[config.mk]
export PLATFORM = sky130hd
export DESIGN_NAME = rob
export DESIGN_NICKNAME = d
export VERILOG_FILES = /design/src/rtl/rob.sv
export SDC_FILE = /design/constraint.sdc
export NUM_CORES = 2
export LEC_CHECK = 0
export ABC_AREA = 1
export CORE_UTILIZATION = 55
export DETAILED_ROUTE_END_ITERATION = 7
export PLACE_DENSITY_LB_ADDON = 0.1
export SLEW_MARGIN = 20
export SYNTH_ARGS = -nofsm -noshare
export SYNTH_HDL_FRONTEND = slang
export SYNTH_SLANG_ARGS = --single-unit
[constraint.sdc]
create_clock -name clk_in -period 4.6 [get_ports clk_in]
set_input_delay 0.92 -clock clk_in [delete_from_list [all_inputs] [get_ports clk_in]]
set_output_delay 0.92 -clock clk_in [all_outputs]
set_load 0.1 [all_outputs]
[src/rtl/rob.sv]
// ---------------------------------------------------------------------------
// rob -- reorder buffer for an in-order-commit, out-of-order-complete core.
//
// Entries are allocated in program order at the tail, completed in any order
// by two result broadcast buses (ALU and load/store), and retired in program
// order from the head, at most one per cycle.
//
// Ports
//   clk_in, rst_in          clock, synchronous active-high reset
//   rdy_in                  global ready; low freezes all state and masks
//                           the pulse outputs
//   issue_*                 new instruction from the decoder
//   cdb_alu_*, cdb_lsb_*    result broadcasts (entry id, value, ALU next PC)
//   rob_full                decoder stall (asserted one slot early)
//   empty_rob_id            id the next issued instruction will receive
//   commit_*                register-file writeback for jalr / reg-writing
//   store_commit/_rob_id    release of the head store to the LSB
//   clear, corr_inst_addr   mispredict flush and redirect PC
// ---------------------------------------------------------------------------
module rob #(
  parameter int ROB_WIDTH = 3
) (
  input  logic                 clk_in,
  input  logic                 rst_in,
  input  logic                 rdy_in,
  input  logic                 issue_ready,
  input  logic [31:0]          issue_inst_addr,
  input  logic [31:0]          issue_jump_addr,
  input  logic [1:0]           issue_type,
  input  logic [4:0]           issue_rd,
  input  logic                 cdb_alu_ready,
  input  logic [ROB_WIDTH-1:0] cdb_alu_id,
  input  logic [31:0]          cdb_alu_val,
  input  logic [31:0]          cdb_alu_addr,
  input  logic                 cdb_lsb_ready,
  input  logic [ROB_WIDTH-1:0] cdb_lsb_id,
  input  logic [31:0]          cdb_lsb_val,
  output logic                 rob_full,
  output logic [ROB_WIDTH-1:0] empty_rob_id,
  output logic                 commit_reg_en,
  output logic [4:0]           commit_rd,
  output logic [31:0]          commit_val,
  output logic [ROB_WIDTH-1:0] commit_rob_id,
  output logic                 store_commit,
  output logic [ROB_WIDTH-1:0] store_rob_id,
  output logic                 clear,
  output logic [31:0]          corr_inst_addr
);

  localparam int DEPTH = 1 << ROB_WIDTH;

  localparam logic [ROB_WIDTH:0]   CNT_FULL = (ROB_WIDTH+1)'(DEPTH);
  localparam logic [ROB_WIDTH:0]   CNT_NEAR = (ROB_WIDTH+1)'(DEPTH - 1);
  localparam logic [ROB_WIDTH:0]   CNT_ONE  = (ROB_WIDTH+1)'(1);
  localparam logic [ROB_WIDTH-1:0] PTR_ONE  = ROB_WIDTH'(1);

  localparam logic [1:0] TYPE_BRANCH = 2'b00;
  localparam logic [1:0] TYPE_STORE  = 2'b01;
  localparam logic [1:0] TYPE_JALR   = 2'b10;
  localparam logic [1:0] TYPE_REG    = 2'b11;

  // ---------------------------------------------------------------------
  // Pointer / occupancy state
  // ---------------------------------------------------------------------
  logic [ROB_WIDTH-1:0] head_reg, head_next;
  logic [ROB_WIDTH-1:0] tail_reg, tail_next;
  logic [ROB_WIDTH:0]   count_reg, count_next;

  // Registered pulse outputs and their payloads
  logic                 commit_reg_en_reg;
  logic [4:0]           commit_rd_reg;
  logic [31:0]          commit_val_reg;
  logic [ROB_WIDTH-1:0] commit_rob_id_reg;
  logic                 store_commit_reg;
  logic [ROB_WIDTH-1:0] store_rob_id_reg;
  logic                 clear_reg;
  logic [31:0]          corr_inst_addr_reg;

  // Flattened views of the per-entry storage, for the head read mux
  logic [DEPTH-1:0] ready_vec;
  logic [1:0]       type_mem [DEPTH];
  logic [4:0]       rd_mem   [DEPTH];
  logic [31:0]      val_mem  [DEPTH];
  logic [31:0]      addr_mem [DEPTH];
  logic [31:0]      jump_mem [DEPTH];

  logic        issue_fire;
  logic        commit_fire;
  logic        mispredict;
  logic [1:0]  head_type;
  logic        head_is_ctrl;
  logic        head_writes_reg;

  assign head_type       = type_mem[head_reg];
  assign head_is_ctrl    = (head_type == TYPE_BRANCH) || (head_type == TYPE_JALR);
  assign head_writes_reg = (head_type == TYPE_JALR) || (head_type == TYPE_REG);

  // Retire only when the head's ready bit is already registered, so a CDB
  // write retires no earlier than the cycle after it lands. Nothing
  // retires during the flush cycle.
  assign commit_fire = rdy_in && !clear_reg && (count_reg != '0) && ready_vec[head_reg];

  // A completely full buffer may still accept when the head retires in the
  // same cycle; otherwise an issue on a full buffer is dropped rather than
  // overwriting the oldest entry.
  assign issue_fire = rdy_in && issue_ready && !clear_reg &&
                      ((count_reg != CNT_FULL) || commit_fire);

  assign mispredict = commit_fire && head_is_ctrl &&
                      (addr_mem[head_reg] != jump_mem[head_reg]);

  // ---------------------------------------------------------------------
  // Per-entry storage
  // ---------------------------------------------------------------------
  genvar gi;
  generate
    for (gi = 0; gi < DEPTH; gi++) begin : g_entry
      localparam logic [ROB_WIDTH-1:0] IDX = ROB_WIDTH'(gi);

      logic        entry_ready_reg;
      logic [1:0]  entry_type_reg;
      logic [4:0]  entry_rd_reg;
      logic [31:0] entry_val_reg;
      logic [31:0] entry_addr_reg;
      logic [31:0] entry_jump_reg;
      logic        issue_hit;
      logic        alu_hit;
      logic        lsb_hit;
      logic        retire_hit;

      assign issue_hit  = issue_fire && (tail_reg == IDX);
      assign alu_hit    = rdy_in && !clear_reg && cdb_alu_ready && (cdb_alu_id == IDX);
      assign lsb_hit    = rdy_in && !clear_reg && cdb_lsb_ready && (cdb_lsb_id == IDX);
      assign retire_hit = commit_fire && (head_reg == IDX);

      // Ready bit: a fresh allocation takes precedence over a stale
      // broadcast to the same slot; stores need no result so they are
      // complete as soon as they are allocated.
      always_ff @(posedge clk_in) begin
        if (rst_in) begin
          entry_ready_reg <= 1'b0;
        end else if (rdy_in) begin
          if (clear_reg) begin
            entry_ready_reg <= 1'b0;
          end else if (issue_hit) begin
            entry_ready_reg <= (issue_type == TYPE_STORE);
          end else if (alu_hit || lsb_hit) begin
            entry_ready_reg <= 1'b1;
          end else if (retire_hit) begin
            entry_ready_reg <= 1'b0;
          end
        end
      end

      // Payload is only consumed behind the ready bit, so it needs no reset.
      // The actual next PC defaults to the fall-through address until the
      // ALU reports the resolved target.
      always_ff @(posedge clk_in) begin
        if (issue_hit) begin
          entry_type_reg <= issue_type;
          entry_rd_reg   <= issue_rd;
          entry_jump_reg <= issue_jump_addr;
          entry_addr_reg <= issue_inst_addr + 32'd4;
          entry_val_reg  <= 32'd0;
        end else if (alu_hit) begin
          entry_val_reg  <= cdb_alu_val;
          entry_addr_reg <= cdb_alu_addr;
        end else if (lsb_hit) begin
          entry_val_reg  <= cdb_lsb_val;
        end
      end

      assign ready_vec[gi] = entry_ready_reg;
      assign type_mem[gi]  = entry_type_reg;
      assign rd_mem[gi]    = entry_rd_reg;
      assign val_mem[gi]   = entry_val_reg;
      assign addr_mem[gi]  = entry_addr_reg;
      assign jump_mem[gi]  = entry_jump_reg;
    end
  endgenerate

  // ---------------------------------------------------------------------
  // Pointer next-state
  // ---------------------------------------------------------------------
  always_comb begin
    head_next  = head_reg;
    tail_next  = tail_reg;
    count_next = count_reg;
    if (clear_reg) begin
      head_next  = '0;
      tail_next  = '0;
      count_next = '0;
    end else begin
      if (commit_fire) head_next = head_reg + PTR_ONE;
      if (issue_fire)  tail_next = tail_reg + PTR_ONE;
      case ({issue_fire, commit_fire})
        2'b10:   count_next = count_reg + CNT_ONE;
        2'b01:   count_next = count_reg - CNT_ONE;
        default: count_next = count_reg;
      endcase
    end
  end

  always_ff @(posedge clk_in) begin
    if (rst_in) begin
      head_reg  <= '0;
      tail_reg  <= '0;
      count_reg <= '0;
    end else if (rdy_in) begin
      head_reg  <= head_next;
      tail_reg  <= tail_next;
      count_reg <= count_next;
    end
  end

  // ---------------------------------------------------------------------
  // Commit / flush outputs
  // ---------------------------------------------------------------------
  always_ff @(posedge clk_in) begin
    if (rst_in) begin
      commit_reg_en_reg  <= 1'b0;
      commit_rd_reg      <= '0;
      commit_val_reg     <= '0;
      commit_rob_id_reg  <= '0;
      store_commit_reg   <= 1'b0;
      store_rob_id_reg   <= '0;
      clear_reg          <= 1'b0;
      corr_inst_addr_reg <= '0;
    end else if (rdy_in) begin
      commit_reg_en_reg <= commit_fire && head_writes_reg;
      store_commit_reg  <= commit_fire && (head_type == TYPE_STORE);
      clear_reg         <= mispredict;
      if (commit_fire) begin
        commit_rd_reg     <= rd_mem[head_reg];
        commit_val_reg    <= val_mem[head_reg];
        commit_rob_id_reg <= head_reg;
        if (head_type == TYPE_STORE) store_rob_id_reg <= head_reg;
      end
      if (mispredict) corr_inst_addr_reg <= addr_mem[head_reg];
    end
  end

  // While rdy_in is low the pulse registers hold, so a pulse pending across
  // a stall is presented exactly once, in the first cycle rdy_in returns.
  assign commit_reg_en  = commit_reg_en_reg & rdy_in;
  assign store_commit   = store_commit_reg & rdy_in;
  assign clear          = clear_reg & rdy_in;
  assign commit_rd      = commit_rd_reg;
  assign commit_val     = commit_val_reg;
  assign commit_rob_id  = commit_rob_id_reg;
  assign store_rob_id   = store_rob_id_reg;
  assign corr_inst_addr = corr_inst_addr_reg;

  // The decoder registers its issue, so stall one slot before truly full.
  assign rob_full     = (count_reg >= CNT_NEAR);
  assign empty_rob_id = tail_reg;

endmodule

==> reports/summary.txt <==
========================================================================================
Number of fillers in the final layout .....................................         7290
Slowest stage delay, CP ...................................................      1.23 ns
Placeable core region .....................................................   0.0838 mm2
Crit. End Element .........................................................   output pin
Outcome ................................................................... finished, final reports clean
Clock network fraction of design power ....................................        0.410
Number of DRC violations after detailed-routing iteration 0 ...............         4451
Total wire length after detailed routing ..................................       152 mm
Minimum clock period ......................................................      3.73 ns
Total number of clock tree sinks ..........................................          920
Nets ......................................................................         6233
Total Routing Usage GR ....................................................        0.350
Top cell type's share of synthesized area .................................        0.365
Final setup viols .........................................................            0
Placed insts ..............................................................         7073
H-tree lvl count ..........................................................            3
Leakage power .............................................................    0.0237 uW
Startpoint type of the worst setup path ...................................     register
Detail-routed net length per standard cell ................................      21.0 um
Unrepaired setup endpoints after global routing ...........................        false
Synthesized netlist cell count ............................................         5956
Total gr overflow .........................................................            0
Power Dens Cells ..........................................................   369 mW/mm2
Die Y .....................................................................       294 um
Class of the tightest hold or removal check ...............................   reg -> reg
Initial antenna violation count ...........................................            8
First-pass DRT Iterations .................................................            6
Sum Neg Setup Slack .......................................................         0 ns
CP Max Fanout .............................................................            5
Clock latency of the later-clocked register in the worst-skew pair ........      0.66 ns
Data arrival time at the worst-slack endpoint .............................      2.81 ns
Clock root buffer ......................................................... sky130_fd_sc_hd__clkbuf_16
Number of core rows .......................................................          106
Layout Area Growth over Synthesis .........................................        14.4%
Tightest Pin Transition ...................................................      1.22 ns
Post-synth design cell area ...............................................   0.0468 mm2
Cells along the critical path ............................................. nand2_1, o21ai_0, clkdlybuf4s50_1
Cts-stage hold buffer count ...............................................            0
Flip-flop and latch count after synthesis .................................          920
Sequential standard cell area .............................................   0.0241 mm2
Worst setup path category .................................................   reg -> out
Maximum achievable frequency ..............................................    0.268 GHz
Routed Antenna Nets .......................................................            0
Final HPWL DP .............................................................      92.8 mm
Fraction of final layout cells with drive strength greater than 1 .........       0.0527
Number of buffers added on ports ..........................................          260
Wire length of the first global-routing pass ..............................       230 mm
Required time at the endpoint of the critical path ........................      3.68 ns
Number of buffer and inverter instances along the worst setup path ........            1
Die width .................................................................       294 um
Top cells by area, synth .................................................. sky130_fd_sc_hd__edfxtp_1 (36%), sky130_fd_sc_hd__dfxtp_1 (15%), sky130_fd_sc_hd__nand2_1 (12%)
Switching power as a share of total power .................................        0.247
Clk buf depth .............................................................            3
Final worst path period share .............................................        0.811
Die area ..................................................................   0.0862 mm2
Sequential share of power .................................................        0.488
Synthesized area per cell .................................................     7.85 um2
Post-CTS Setup Inserts ....................................................            0
Tightest slew margin relative to the limit ................................        0.187
Net count after synthesis .................................................         6150
Effective utilization at floorplan ........................................        0.558
Portion of total power attributed to combinational logic ..................        0.102
DR vias ...................................................................        41.4k
Summed area of non-filler cells in the final layout .......................   0.0535 mm2
Final slew viol count .....................................................            0
Category of cells accounting for the largest share of critical-path delay . buffers and inverters
Number of warnings issued by yosys ........................................            0
Cts bufs inserted .........................................................           98
Sequential share of the synthesized area ..................................        0.516
Cell with the biggest individual delay on the critical path ............... sky130_fd_sc_hd__clkdlybuf4s50_1
Post-Route Skew ...........................................................    0.0283 ns
Pin count of the biggest net entering global routing ......................          117
DRC violation count after routing .........................................            0
Clk slew on worst S/H paths ...............................................      0.06 ns
Final-report hold violation count .........................................            0
Boundary pin count ........................................................          261
Non-filler cells in the finished layout ...................................         7252
Switching power ...........................................................      4870 uW
Placer's final routability congestion estimate ............................        0.909
Post-synth top area cell .................................................. sky130_fd_sc_hd__edfxtp_1
Routed vias/inst ..........................................................         5.71
Post_cts resized ..........................................................            0
Area of combinational cells with multiple inputs ..........................   0.0175 mm2
Internal cell power .......................................................     14900 uW
Placement-stage cell area .................................................   0.0503 mm2
Synth unique cells ........................................................           47
VDD IR-drop max ...........................................................       328 uV
Count of max-cap constraint violations ....................................            0
Number of global-route vias before repair .................................        38.7k
CTS tree ..................................................................        built
PnR Total Power ...........................................................     19700 uW
========================================================================================
==> power by group through the flow <==
stage	clock network (uW)	registers, uW	logic (uW)
2_1_floorplan	0	9800	1230
3_3_place_gp	0	9780	1920
3_5_place_dp	0	9790	1980
4_1_cts	8110	9630	1990
5_1_grt	8450	9690	2250
6_report	8090	9630	2010
==> metal layers <==
layer  vias up  track usage  part of all wire
met4        10        0.168             0.050
met3       462       0.0551             0.090
li1      19600            -                 -
met1     19200        0.445              0.39
met5         -            0           0.00041
met2      2161        0.583              0.47
==> worst paths after layout <==
path	startpoint	to	slack [ns]	cells past startpoint
hold reg to reg	g_entry[3].entry_val_reg[27]	g_entry[3].entry_val_reg[27]	0.45	2
setup reg to reg	head_reg[0]	g_entry[6].entry_addr_reg[16]	0.95	12
setup / recovery	count_reg[0]	rob_full	0.87	3
hold / removal	g_entry[3].entry_val_reg[27]	g_entry[3].entry_val_reg[27]	0.45	2
==> tightest hold or removal path, cell delays in order, from the launching register on <==
cell and delay, ns:
sky130_fd_sc_hd__dfxtp_1 0.32, sky130_fd_sc_hd__a32oi_1 0.06, sky130_fd_sc_hd__inv_1 0.04
==> per-stage QoR <==
stage / setup slack, ns / util / hold WS (ns)
2_1_floorplan: 1.04 / - / 0.416
3_3_place_gp: 0.706 / 0.600 / 0.425
3_5_place_dp: 0.639 / 0.600 / 0.432
4_1_cts: 0.832 / 0.638 / 0.447
5_1_grt: 0.650 / 0.638 / 0.463
6_report: 0.868 / 0.638 / 0.447
==> layout by cell type, fill, tap and decap left out, types with 5 or more instances in the layout <==
master                               n
sky130_fd_sc_hd__ha_1               15
sky130_fd_sc_hd__a31oi_1            13
sky130_fd_sc_hd__nor3_1             20
sky130_fd_sc_hd__nand2_2            11
sky130_fd_sc_hd__nor4_4              6
sky130_fd_sc_hd__nor2_1            298
sky130_fd_sc_hd__o21ai_1            48
sky130_fd_sc_hd__a21oi_1           205
sky130_fd_sc_hd__buf_12             21
sky130_fd_sc_hd__edfxtp_1          568
sky130_fd_sc_hd__nand3_2             7
sky130_fd_sc_hd__clkinv_2           19
sky130_fd_sc_hd__inv_1             901
sky130_fd_sc_hd__nand3b_1            7
sky130_fd_sc_hd__clkbuf_8           14
sky130_fd_sc_hd__buf_4              97
sky130_fd_sc_hd__nand2_1          1535
sky130_fd_sc_hd__nand3_1           364
sky130_fd_sc_hd__xnor2_1             5
sky130_fd_sc_hd__nand4_1             6
sky130_fd_sc_hd__o21ai_0           918
sky130_fd_sc_hd__clkdlybuf4s50_1   257
sky130_fd_sc_hd__a211oi_1           15
sky130_fd_sc_hd__o221ai_1           11
sky130_fd_sc_hd__a2bb2oi_1          54
sky130_fd_sc_hd__clkinv_1           16
sky130_fd_sc_hd__dfxtp_1           349
sky130_fd_sc_hd__inv_2              10
sky130_fd_sc_hd__a22oi_1            33
sky130_fd_sc_hd__xor2_1             23
sky130_fd_sc_hd__a32oi_1            71
sky130_fd_sc_hd__bufinv_16          10
sky130_fd_sc_hd__o211ai_1            6
sky130_fd_sc_hd__clkbuf_1           25
sky130_fd_sc_hd__o22ai_1            27
sky130_fd_sc_hd__clkbuf_16         100
==> Yosys cell counts (all sizes together) <==
| library cell | n |
|---|---|
| nand3b | 7 |
| a2bb2oi | 54 |
| edfxtp | 568 |
| xnor2 | 6 |
| a31oi | 13 |
| clkbuf | 217 |
| nand2 | 1546 |
| clkinv | 1 |
| dfxtp | 352 |
| a31o | 1 |
| xor2 | 24 |
| a21oi | 206 |
| nor3 | 22 |
| nor4 | 9 |
| o221ai | 11 |
| and3 | 1 |
| nor2 | 303 |
| o211ai | 6 |
| buf | 175 |
| a211oi | 15 |
| nor3b | 2 |
| o21ai | 966 |
| nand3 | 371 |
| nand4 | 7 |
| ha | 15 |
| inv | 926 |
| a32oi | 71 |
| or2 | 1 |
| o22ai | 27 |
| a22oi | 33 |
==> area by class of cell <==
cell class                 instances  share of cell area
sequential                       920               0.451
multi-input combinational       3717               0.327
timing repair buffer             375              0.0696
inverter                         927              0.0656
clock buffer                     139              0.0521
tap                             1134              0.0265
clock inverter                    37             0.00821
antenna                            3            0.000140
==> logic make-up (layout without fill, tap and decap cells) <==
| logic type | after synthesis | count (layout) | synth area share |
|---|---|---|---|
| other | 0 | 3 | 0 |
| adders and majority gates | 15 | 15 | 0.00401 |
| AOI/OAI and AO/OA | 1403 | 1403 | 0.165 |
| buffers and inverters | 1319 | 1478 | 0.112 |
| DFF | 920 | 920 | 0.516 |
| and+or+nand+nor | 2269 | 2269 | 0.198 |
| xor gates and xnor gates | 30 | 30 | 0.00594 |
No activity file was read; power rests on OpenSTA's default activity.
